[src/rtl/stream_extrema_tracker.sv]
// Frame-based running max/min tracker over a valid/ready sample stream.
// Collects LEN unsigned samples, then holds max/min, their first-occurrence
// indices and the count of samples equal to the max until the consumer
// takes the result. LEN must be at least 2.
module stream_extrema_tracker #(
    parameter int unsigned N    = 4,
    parameter int unsigned LEN  = 8,
    localparam int unsigned IDXW = $clog2(LEN)
) (
    input  logic            clk,
    input  logic            rst_n,
    input  logic            clear,
    input  logic            in_valid,
    output logic            in_ready,
    input  logic [N-1:0]    in_data,
    output logic            out_valid,
    input  logic            out_ready,
    output logic [N-1:0]    max_val,
    output logic [N-1:0]    min_val,
    output logic [IDXW-1:0] max_idx,
    output logic [IDXW-1:0] min_idx,
    output logic [IDXW:0]   max_cnt
);

    localparam int unsigned CNTW = IDXW + 1;

    typedef enum logic {
        ACC  = 1'b0,
        HOLD = 1'b1
    } state_t;

    state_t          state;
    state_t          state_d;
    logic            out_valid_d;
    logic [IDXW-1:0] cnt;
    logic            accept;
    logic            last;

    // Ready is a pure decode of the state; clear drops any sample offered with it.
    assign in_ready = (state == ACC);
    assign accept   = in_valid && in_ready && !clear;
    assign last     = (cnt == IDXW'(LEN - 1));

    // State and result-valid registers.
    always_ff @(posedge clk or negedge rst_n) begin
        if (!rst_n) begin
            state     <= ACC;
            out_valid <= 1'b0;
        end else begin
            state     <= state_d;
            out_valid <= out_valid_d;
        end
    end

    // Next-state logic: frame end enters HOLD, consumer handshake returns to ACC.
    always_comb begin
        state_d     = state;
        out_valid_d = out_valid;
        if (clear) begin
            state_d     = ACC;
            out_valid_d = 1'b0;
        end else begin
            case (state)
                ACC: begin
                    if (accept && last) begin
                        state_d     = HOLD;
                        out_valid_d = 1'b1;
                    end
                end
                HOLD: begin
                    if (out_ready) begin
                        state_d     = ACC;
                        out_valid_d = 1'b0;
                    end
                end
                default: begin
                    state_d     = ACC;
                    out_valid_d = 1'b0;
                end
            endcase
        end
    end

    // Sample index within the frame; explicit wrap so LEN need not be a power of two.
    always_ff @(posedge clk or negedge rst_n) begin
        if (!rst_n) begin
            cnt <= '0;
        end else if (clear) begin
            cnt <= '0;
        end else if (accept) begin
            cnt <= last ? '0 : cnt + IDXW'(1);
        end
    end

    // Running extrema; index 0 seeds both paths, later samples update them independently.
    always_ff @(posedge clk or negedge rst_n) begin
        if (!rst_n) begin
            max_val <= '0;
            min_val <= '0;
            max_idx <= '0;
            min_idx <= '0;
            max_cnt <= '0;
        end else if (accept) begin
            if (cnt == '0) begin
                max_val <= in_data;
                min_val <= in_data;
                max_idx <= '0;
                min_idx <= '0;
                max_cnt <= CNTW'(1);
            end else begin
                if (in_data > max_val) begin
                    max_val <= in_data;
                    max_idx <= cnt;
                    max_cnt <= CNTW'(1);
                end else if (in_data == max_val) begin
                    max_cnt <= max_cnt + CNTW'(1);
                end
                if (in_data < min_val) begin
                    min_val <= in_data;
                    min_idx <= cnt;
                end
            end
        end
    end

endmodule

[config.mk]
export PLATFORM = sky130hd
export DESIGN_NAME = stream_extrema_tracker
export DESIGN_NICKNAME = d
export VERILOG_FILES = /design/src/rtl/stream_extrema_tracker.sv
export SDC_FILE = /design/constraint.sdc
export NUM_CORES = 1
export LEC_CHECK = 0
export CORE_MARGIN = 2
export CORE_UTILIZATION = 44
export CTS_CLUSTER_DIAMETER = 80
export CTS_CLUSTER_SIZE = 40
export DETAILED_ROUTE_END_ITERATION = 16
export GPL_TIMING_DRIVEN = 1
export PLACE_DENSITY = 0.75
export SLEW_MARGIN = 25
export SYNTH_ARGS = -nofsm -noshare
export SYNTH_HDL_FRONTEND = slang
export SYNTH_SLANG_ARGS = --single-unit
[constraint.sdc]
create_clock -name clk -period 1.9 [get_ports clk]
set_input_delay 0.285 -clock clk [delete_from_list [all_inputs] [get_ports clk]]
set_output_delay 0.285 -clock clk [all_outputs]
set_load 0.02 [all_outputs]
==> results.md <==
- Status: completed
- WP buf/inv: 2
- CTS H-Tree Depth: 1
- Hold Path Class: primary input to async pin
- GRT Util Overall: 18.8%
- Worst-Skew Late Latency: 330 ps
- EDFF count, synth: 0
- Die height: 57.2 um
- Clk root buf: clkbuf_4
- Vias per cell: 5.15
- Post-Place Worst Slack: -360 ps
- Max Slew Vio Count: 0
- Worst slew margin: 73.0%
- Num rows: 19
- Top cell type's share of synthesized area: 46.2%
- Max incr delay on CP: 480 ps
- Top FF cell, synth: dfrtp_1
- N_diodes: 0
- Worst setup EP type: flop
- Worst-path clk slew: 130 ps
- Global route overflow: 0
- Post-route clock period utilization: 96.4%
- FF+latch count, synth: 23
- Die X: 57.2 um
- Delay-heaviest family, CP: buffers and inverters
- Startpoint class of the critical path: primary input
- Num ports: 29
- PwrDens: 894 nW/um^2
- TritonCTS clock tree: built
- Final wirelength: 2730 um
- Max Cap Viol: 0
- CP cell instances: clkdlybuf4s50_1, buf_4, ha_1, a211oi_2, o21ai_2, nand2_4, mux2_4
- Inserted Clock Buffers: 3
- GP Congestion: 0.733
- Syn nets: 145
- CTS Hold Bufs: 0
- Cell with the most instances after synthesis: dfrtp_1
- Routed wire length per instance: 13.4 um
- Critical path type: primary input to flop
- Number of clock sinks: 23
- Core box area: 2730 um^2
- Design Power: 1.57 mW
- Post-Syn Instances: 125
- Fin crit period: 1830 ps
- Worst Tran Pin Value: 395 ps
- # port buffers: 28
- Vias in the first global route: 1107
- Mapped Area: 1250 um^2
- Die area: 3270 um^2
- Max clock buf depth: 2
- Async SR Flop Fraction: 100%
- Layout fillers: 232
- Count of cell types in the netlist: 27
- Via count: 1051
- Final Setup Violations: 0
- DP HPWL: 2140 um
- Iter 0 DRT Violations: 23
- Worst EP required: 2120 ps
- Final Hold Vio Count: 0
- Largest net degree at the start of global routing: 24
- Leakage: 0.822 nW
- Fmax achieved: 546 MHz
- Synth top area cells: dfrtp_1 (46%), ha_1 (11%), nand2_1 (6.3%)
- Initial Util: 45.6%
- Syn. warnings: 0
- RSZ-0062 raised after global routing: false
- Global-route wire length before repair: 4790 um
- Area leader, netlist: dfrtp_1
- Initial antenna violation count: 0
- Crit-path slowest cell: clkdlybuf4s50_1
- Share of cells above drive strength 1: 22.0%
- Synth top cells by count: dfrtp_1 (23), nand2_1 (21), ha_1 (11), inv_1 (11), a21oi_1 (8)
- Syn avg cell area: 9.97 um^2
- P&R area growth vs syn: 40.6%
- Fin nets: 194
- Setup ws final: 68.2 ps
- Antenna-violating nets left: 0
- DRC errors left: 0
- Final Core Density: 64.1%
- Pre-antenna DRT Iters: 4
- Crit path DAT: 2050 ps
- Fin Clk Skew: 8.13 ps
- Post-synthesis sequential area ratio: 46.2%
- Worst vdd ir: 0.590 mV
- Crit path max fanout: 4
-- cell usage in the layout (no fill, tap or decap) --
cell type	Yosys	layout
a2111oi_0	1	1
a211oi_2	1	1
a21oi_1	8	7
a21oi_2	0	1
a32oi_1	2	2
and3_1	1	1
buf_4	0	18
clkbuf_1	0	1
clkbuf_4	0	3
clkdlybuf4s50_1	0	27
dfrtp_1	23	22
dfrtp_2	0	1
dlygate4sd2_1	0	1
ha_1	11	9
ha_4	0	2
inv_1	11	10
inv_2	0	1
mux2_2	4	4
mux2_4	4	4
nand2_1	21	21
nand2_4	1	1
nand2b_1	4	4
nand3_1	6	6
nand4_1	1	1
nor2_1	6	6
nor2b_1	3	3
nor3_1	1	1
o211a_1	1	1
o211ai_1	1	1
o21ai_0	7	7
o21ai_2	1	1
o221ai_2	0	1
o22ai_1	1	1
or3b_1	1	1
xnor2_1	1	1
-- cells by family after synthesis --
group,count (synthesis),synth area share (%)
simple gates,45,17.1
buf+inv,13,4.12
mux,8,8.43
xor+xnor,1,0.703
fa+ha+maj,11,11.0
flops,23,46.2
compound gates,24,12.5
-- final timing paths --
| path | startpoint | endpoint | slack [ps] | depth (start not counted) |
|---|---|---|---|---|
| max reg2reg | max_val[1] | max_val[3] | 70 | 7 |
| min | rst_n | min_val[1] | 290 | 2 |
| min in group clk | in_data[1] | min_val[1] | 460 | 2 |
| min reg2reg | min_idx[2] | min_idx[2] | 520 | 2 |
| max in group asynchronous | rst_n | max_val[1] | 1370 | 2 |
| max | in_data[3] | min_val[3] | 70 | 7 |
-- per-layer routing --
layer	share of wire [%]	global-route usage, %	routed length (um)
met1	43	23.4	1160
met3	4.8	3.40	132
met2	51	32.3	1400
met4	1.1	7.31	29
met5	0	0	0
-- where the power goes --
| group | internal, mW | switching, mW | leakage, nW | total, mW |
|---|---|---|---|---|
| Clock | 0.0825 | 0.155 | 0.0150 | 0.238 |
| Sequential | 0.568 | 0.0672 | 0.295 | 0.636 |
| Combinational | 0.360 | 0.334 | 0.512 | 0.694 |
| Total | 1.01 | 0.556 | 0.822 | 1.57 |
-- final cells by class --
cell class / count / area [um^2] / area share [%]
clock buffers: 4 / 26.3 / 1.50
repair buffers: 46 / 414 / 23.6
well taps: 31 / 38.8 / 2.21
inverters: 11 / 41.3 / 2.36
multi-input cells: 89 / 654 / 37.4
flip-flops and latches: 23 / 577 / 32.9
-- per-stage QoR --
step           setup TNS (ps)  hold WS, ps  instances  instance area [um^2]
2_1_floorplan               0        -10.6        125                  1260
3_3_place_gp            -2680          485        198                  1680
3_5_place_dp            -3600          494        198                  1680
4_1_cts                     0          304        202                  1710
5_1_grt                     0          306        204                  1750
6_report                    0          285        204                  1750
-- registers in the layout, summed over array words and instances, names as in the netlist --
signal / flops
state: 1
max_val: 4
cnt: 3
min_val: 4
max_cnt: 4
max_idx: 3
min_idx: 3
out_valid: 1
-- what timing repair did --
| item | CTS | global route |
|---|---|---|
| setup buffers | 0 | 2 |
| gates resized for setup | 1 | 4 |
| hold endpoints to repair | 0 | 0 |
| pin swaps | 0 | 4 |
| setup endpoints to repair | 3 | 4 |
Power figures use the tool's default switching activity.
